<file path="config.mk">
export PLATFORM = sky130hd
export DESIGN_NAME = shifter_sll_seq
export DESIGN_NICKNAME = d
export VERILOG_FILES = /design/src/rtl/shifter_pkg.sv /design/src/rtl/shift_reg_sll.sv /design/src/rtl/shifter_sll_seq.sv
export SDC_FILE = /design/constraint.sdc
export NUM_CORES = 1
export LEC_CHECK = 0
export ABC_AREA = 1
export BUFFER_PORTS_ARGS = -buffer_cell sky130_fd_sc_hd__buf_4
export CORE_MARGIN = 2
export CORE_UTILIZATION = 50
export DETAILED_ROUTE_END_ITERATION = 7
export PLACE_DENSITY = 0.85
export SYNTH_ARGS = -nofsm -noshare
export SYNTH_HDL_FRONTEND = slang
export SYNTH_SLANG_ARGS = --single-unit
</file>
<file path="constraint.sdc">
create_clock -name clk -period 1.87 [get_ports clk]
set_clock_uncertainty 0.2 [all_clocks]
set_input_delay 0.374 -clock clk [delete_from_list [all_inputs] [get_ports clk]]
set_output_delay 0.374 -clock clk [all_outputs]
set_load 0.05 [all_outputs]
</file>
<file path="src/rtl/shifter_pkg.sv">
// Shared definitions for the sequential shifter family: FSM encoding and
// default operand/shift-amount widths.
package shifter_pkg;

  localparam int SHIFTER_N = 11;
  localparam int SHIFTER_S = 4;

  typedef enum logic [1:0] {
    IDLE  = 2'd0,
    SHIFT = 2'd1,
    DONE  = 2'd2
  } shifter_state_t;

endpackage

</file>
<file path="src/rtl/shift_reg_sll.sv">
// N-bit data register with synchronous load and a shift-left-by-one enable.
// Load wins over shift; the LSB is zero-filled on every shift.
module shift_reg_sll #(
  parameter int N = 11
) (
  input  logic         clk,
  input  logic         rst_n,
  input  logic         load,
  input  logic         shift_en,
  input  logic [N-1:0] load_val,
  output logic [N-1:0] q
);

  logic [N-1:0] data_q;
  logic [N-1:0] data_d;

  always_comb begin
    data_d = data_q;
    if (load) begin
      data_d = load_val;
    end else if (shift_en) begin
      data_d = {data_q[N-2:0], 1'b0};
    end
  end

  always_ff @(posedge clk or negedge rst_n) begin
    if (!rst_n) begin
      data_q <= '0;
    end else begin
      data_q <= data_d;
    end
  end

  assign q = data_q;

endmodule

</file>
<file path="src/rtl/shifter_sll_seq.sv">
// Multi-cycle logical left shifter: one bit per clock through a single
// N-bit register, with valid/ready handshakes on request and result.
module shifter_sll_seq
  import shifter_pkg::*;
#(
  parameter int N = SHIFTER_N,
  parameter int S = SHIFTER_S
) (
  input  logic         clk,
  input  logic         rst_n,
  input  logic         in_valid,
  output logic         in_ready,
  input  logic [N-1:0] in_a,
  input  logic [S-1:0] in_s,
  output logic         out_valid,
  input  logic         out_ready,
  output logic [N-1:0] out_y,
  output logic         busy
);

  // Handshakes: a transfer happens on a rising edge where valid && ready;
  // ready/valid outputs decode from state only, never from the partner's strobe.

  localparam logic [S-1:0] N_S = S'(N);

  shifter_state_t state_q, state_d;
  logic [S-1:0]   count_q, count_d;
  logic [N-1:0]   y_q, y_d;
  logic [N-1:0]   data;
  logic [S-1:0]   s_clamped;
  logic           accept;
  logic           shift_en;
  logic           finish;

  assign s_clamped = (in_s >= N_S) ? N_S : in_s;
  assign accept    = (state_q == IDLE) && in_valid;
  assign shift_en  = (state_q == SHIFT) && (count_q != '0);
  assign finish    = (state_q == SHIFT) && (count_q == '0);

  shift_reg_sll #(.N(N)) u_data (
    .clk      (clk),
    .rst_n    (rst_n),
    .load     (accept),
    .shift_en (shift_en),
    .load_val (in_a),
    .q        (data)
  );

  // State register
  always_ff @(posedge clk or negedge rst_n) begin
    if (!rst_n) begin
      state_q <= IDLE;
    end else begin
      state_q <= state_d;
    end
  end

  // Next-state logic
  always_comb begin
    state_d = state_q;
    case (state_q)
      IDLE:    if (in_valid) state_d = SHIFT;
      SHIFT:   if (count_q == '0) state_d = DONE;
      DONE:    if (out_ready) state_d = IDLE;
      default: state_d = IDLE;
    endcase
  end

  // Output decode
  always_comb begin
    in_ready  = 1'b0;
    out_valid = 1'b0;
    busy      = 1'b1;
    case (state_q)
      IDLE: begin
        in_ready = 1'b1;
        busy     = 1'b0;
      end
      DONE:    out_valid = 1'b1;
      default: ;
    endcase
  end

  always_comb begin
    count_d = count_q;
    if (accept) begin
      count_d = s_clamped;
    end else if (shift_en) begin
      count_d = count_q - 1'b1;
    end
  end

  // Result is captured once on entry to DONE so out_y never shows
  // intermediate shift values while the data register is working.
  always_comb begin
    y_d = y_q;
    if (finish) begin
      y_d = data;
    end
  end

  always_ff @(posedge clk or negedge rst_n) begin
    if (!rst_n) begin
      count_q <= '0;
      y_q     <= '0;
    end else begin
      count_q <= count_d;
      y_q     <= y_d;
    end
  end

  assign out_y = y_q;

endmodule

</file>
==> run summary <==
outcome - completed
IO Pins - 33
RSZ-0062 raised after global routing - false
filler instances - 239
Vias/cell - 4.82
Tcrit/Tclk final - 95.3%
count leader, synth - nand2_1
Seq/Total Area, Yosys - 48.8%
Worst setup startpoint - state_q[0]$_DFFE_PN0P_
CP bufs+invs - 1
slowest stage delay, CP - 0.47 ns
worst skew pair latency - 0.34 ns
DP Area - 1670 µm²
WS Path Type - flip-flop to output pin
met3 wire length - 109 µm
area of the mapped netlist - 1440 µm²
final net count - 231
share of cells above drive strength 1 - 29.5%
Max Cap Viol - 0
Setup Fix Bufs, Post-CTS - 0
EDFF count, synth - 0
CTS H-tree lvls - 1
initial drt markers - 38
synth top area cells - dfrtp_1 (49%), nand2_1 (15%), nand2_2 (7.0%), inv_1 (6.3%), nand3_1 (2.8%)
register bit count reported by yosys - 28
post-synth top area share - 48.8%
CP endpoint kind - output pin
largest net degree at the start of global routing - 29
synthesized area per cell - 8.16 µm²
Worst VDD drop - 0.00149 V
Worst Setup Start Kind - flip-flop
GRT Total Usage - 17.7%
Starting Density - 52.5%
GP Congestion - 0.831
slowest CP cell - dfrtp_1
root buffer cell - clkbuf_4
routed wire length on met2 - 1270 µm
cell area after layout - 1750 µm²
Pre-Repair DR Iteration Count - 4
final setup fails - 0
family with the most delay on the worst path - flip-flops
largest area contributor in the netlist - dfrtp_1
Bufs on Longest Clock Path - 2
Max Slew Vio Count - 0
CTS sink cnt - 28
dominant synthesized flop cell - dfrtp_1
aggregate global routing overflow - 0
Synth cell types - 23
PortBufs - 32
P per Cell Area - 1980 nW/µm²
Post-synth top cells - nand2_1 (57), dfrtp_1 (28), inv_1 (24), nand2_2 (16), nor2_1 (9)
hold_sp - in_a[0]
Critical Path Fanout Max - 5
# rows - 19
DRC errors left - 0
CTS tree - yes
Slew HR - 74.4%
Die X-Extent - 57.6 µm
DIE HEIGHT - 57.6 µm
via count - 1162
wl on met1 - 1290 µm
Core ar. - 2730 µm²
fin crit period - 1.78 ns
antenna viol nets, final - 0
Place WS - 0.144 ns
ANT cells - 0
Slew @ Worst Pin - 0.384 ns
global-route wire length before repair - 4510 µm
reg-to-reg critical path startpoint - count_q[0]$_DFFE_PN0P_
Leak Pwr - 0.956 nW
R2R setup slack - 0.21 ns
Synth async-reset ratio - 100%
synth warn - 0
syn nets - 196
Synth Instances - 176
DR WL/cell - 11.3 µm
CTS clock-pin slew for the worst setup and hold paths - 0.15 ns
Util after Layout - 63.9%
vias in the first global route - 1027
top sig layer - met4
dpl hpwl - 1910 µm
setup ws final - 0.0885 ns
routed wire length - 2710 µm
Total Die Area - 3320 µm²
Tightest Hold Check Type - input port to flip-flop
Critical Path AT - 1.21 ns
setup_tns - 0 ns
Final Hold Viols - 0
Worst EP required - 1.30 ns
Peak Freq - 561 MHz
worst-path cell chain - nor2_2, buf_4
initial antenna violation count - 0
Layout area overhead - 21.7%
Inserted Clock Buffers - 3
==> layout make-up <==
type | count | area (µm²) | share of cell area, %
inverter | 27 | 111 | 6.37
tap | 31 | 38.8 | 2.22
clock inverter | 1 | 30.0 | 1.72
clock buffer | 3 | 22.5 | 1.29
multi-input combinational | 117 | 584 | 33.4
sequential | 28 | 701 | 40.1
timing repair buffer | 34 | 260 | 14.9
==> logic make-up after synthesis <==
kind of cell / synth area share (%)
buf+inv: 11.1
fa+ha+maj: 0.871
flops: 48.8
compound gates: 7.40
simple gates: 31.9
==> flip-flops by register name, summed over array words and instances (netlist names) <==
signal,cells
out_y,11
u_data.q,11
state_q,2
count_q,4
==> per-layer routing <==
metal	up-vias	GRT usage [%]
met5	-	0
met4	0	6.98
met3	5	2.72
met2	27	27.4
met1	523	25.1
li1	607	-
==> report_power, final <==
group / total (W) / internal, W / switching [W] / leakage (nW)
combinational: 0.00192 / 0.000611 / 0.00131 / 0.570
clock: 0.000406 / 0.000217 / 0.000189 / 0.0279
sequential: 0.00113 / 0.000885 / 0.000240 / 0.357
total: 0.00345 / 0.00171 / 0.00174 / 0.956
==> worst register-to-register path, delay by kind of cell (launching register included) <==
kind | cells | cell delay (ns)
adder cells (fa/ha/maj) | 1 | 0.32
buffers and inverters | 2 | 0.25
flip-flops | 1 | 0.43
AND/OR/NAND/NOR | 5 | 0.41
==> cell usage in the layout, fill, tap and decap left out <==
cell / instances
clkbuf_4: 3
o21ai_0: 8
inv_6: 1
nand2_1: 57
clkinv_4: 1
inv_2: 1
a21oi_2: 1
nor2_1: 9
o21ai_1: 5
nor2_4: 1
nand2_4: 2
ha_1: 1
nand2_2: 16
buf_4: 32
nand3_4: 1
nand3_1: 8
dfrtp_1: 28
a21oi_1: 5
nand2_8: 1
nor2_2: 1
bufinv_16: 1
inv_1: 24
dlygate4sd3_1: 2
o31ai_1: 1
==> worst paths after layout <==
| kind | end | cells past startpoint |
|---|---|---|
| min in group asynchronous | out_y[8]$_DFFE_PN0P_ | 2 |
| worst min-delay path | u_data.q[0]$_DFFE_PN0P_ | 3 |
| worst max-delay path | in_ready | 2 |
| worst max register to register | count_q[0]$_DFFE_PN0P_ | 8 |
| worst min register to register | out_y[7]$_DFFE_PN0P_ | 2 |
| max in group asynchronous | count_q[1]$_DFFE_PN0P_ | 2 |
==> per-stage QoR <==
step	hold WS, ns	cells	power, W
floorplan	-0.122	176	0.00266
global placement	0.108	235	0.00298
detailed placement	0.108	235	0.00303
CTS	0.00482	240	0.00344
global route	0.0227	241	0.00370
finish	0.0344	241	0.00345
==> repair_timing <==
action | CTS | global route
endpoints found under the hold margin | 28 | 1
setup endpoints to repair | 0 | 11
hold buffers | 1 | 1
resized for setup | 0 | 1
Note: power is estimated with default switching activity, not from simulation.
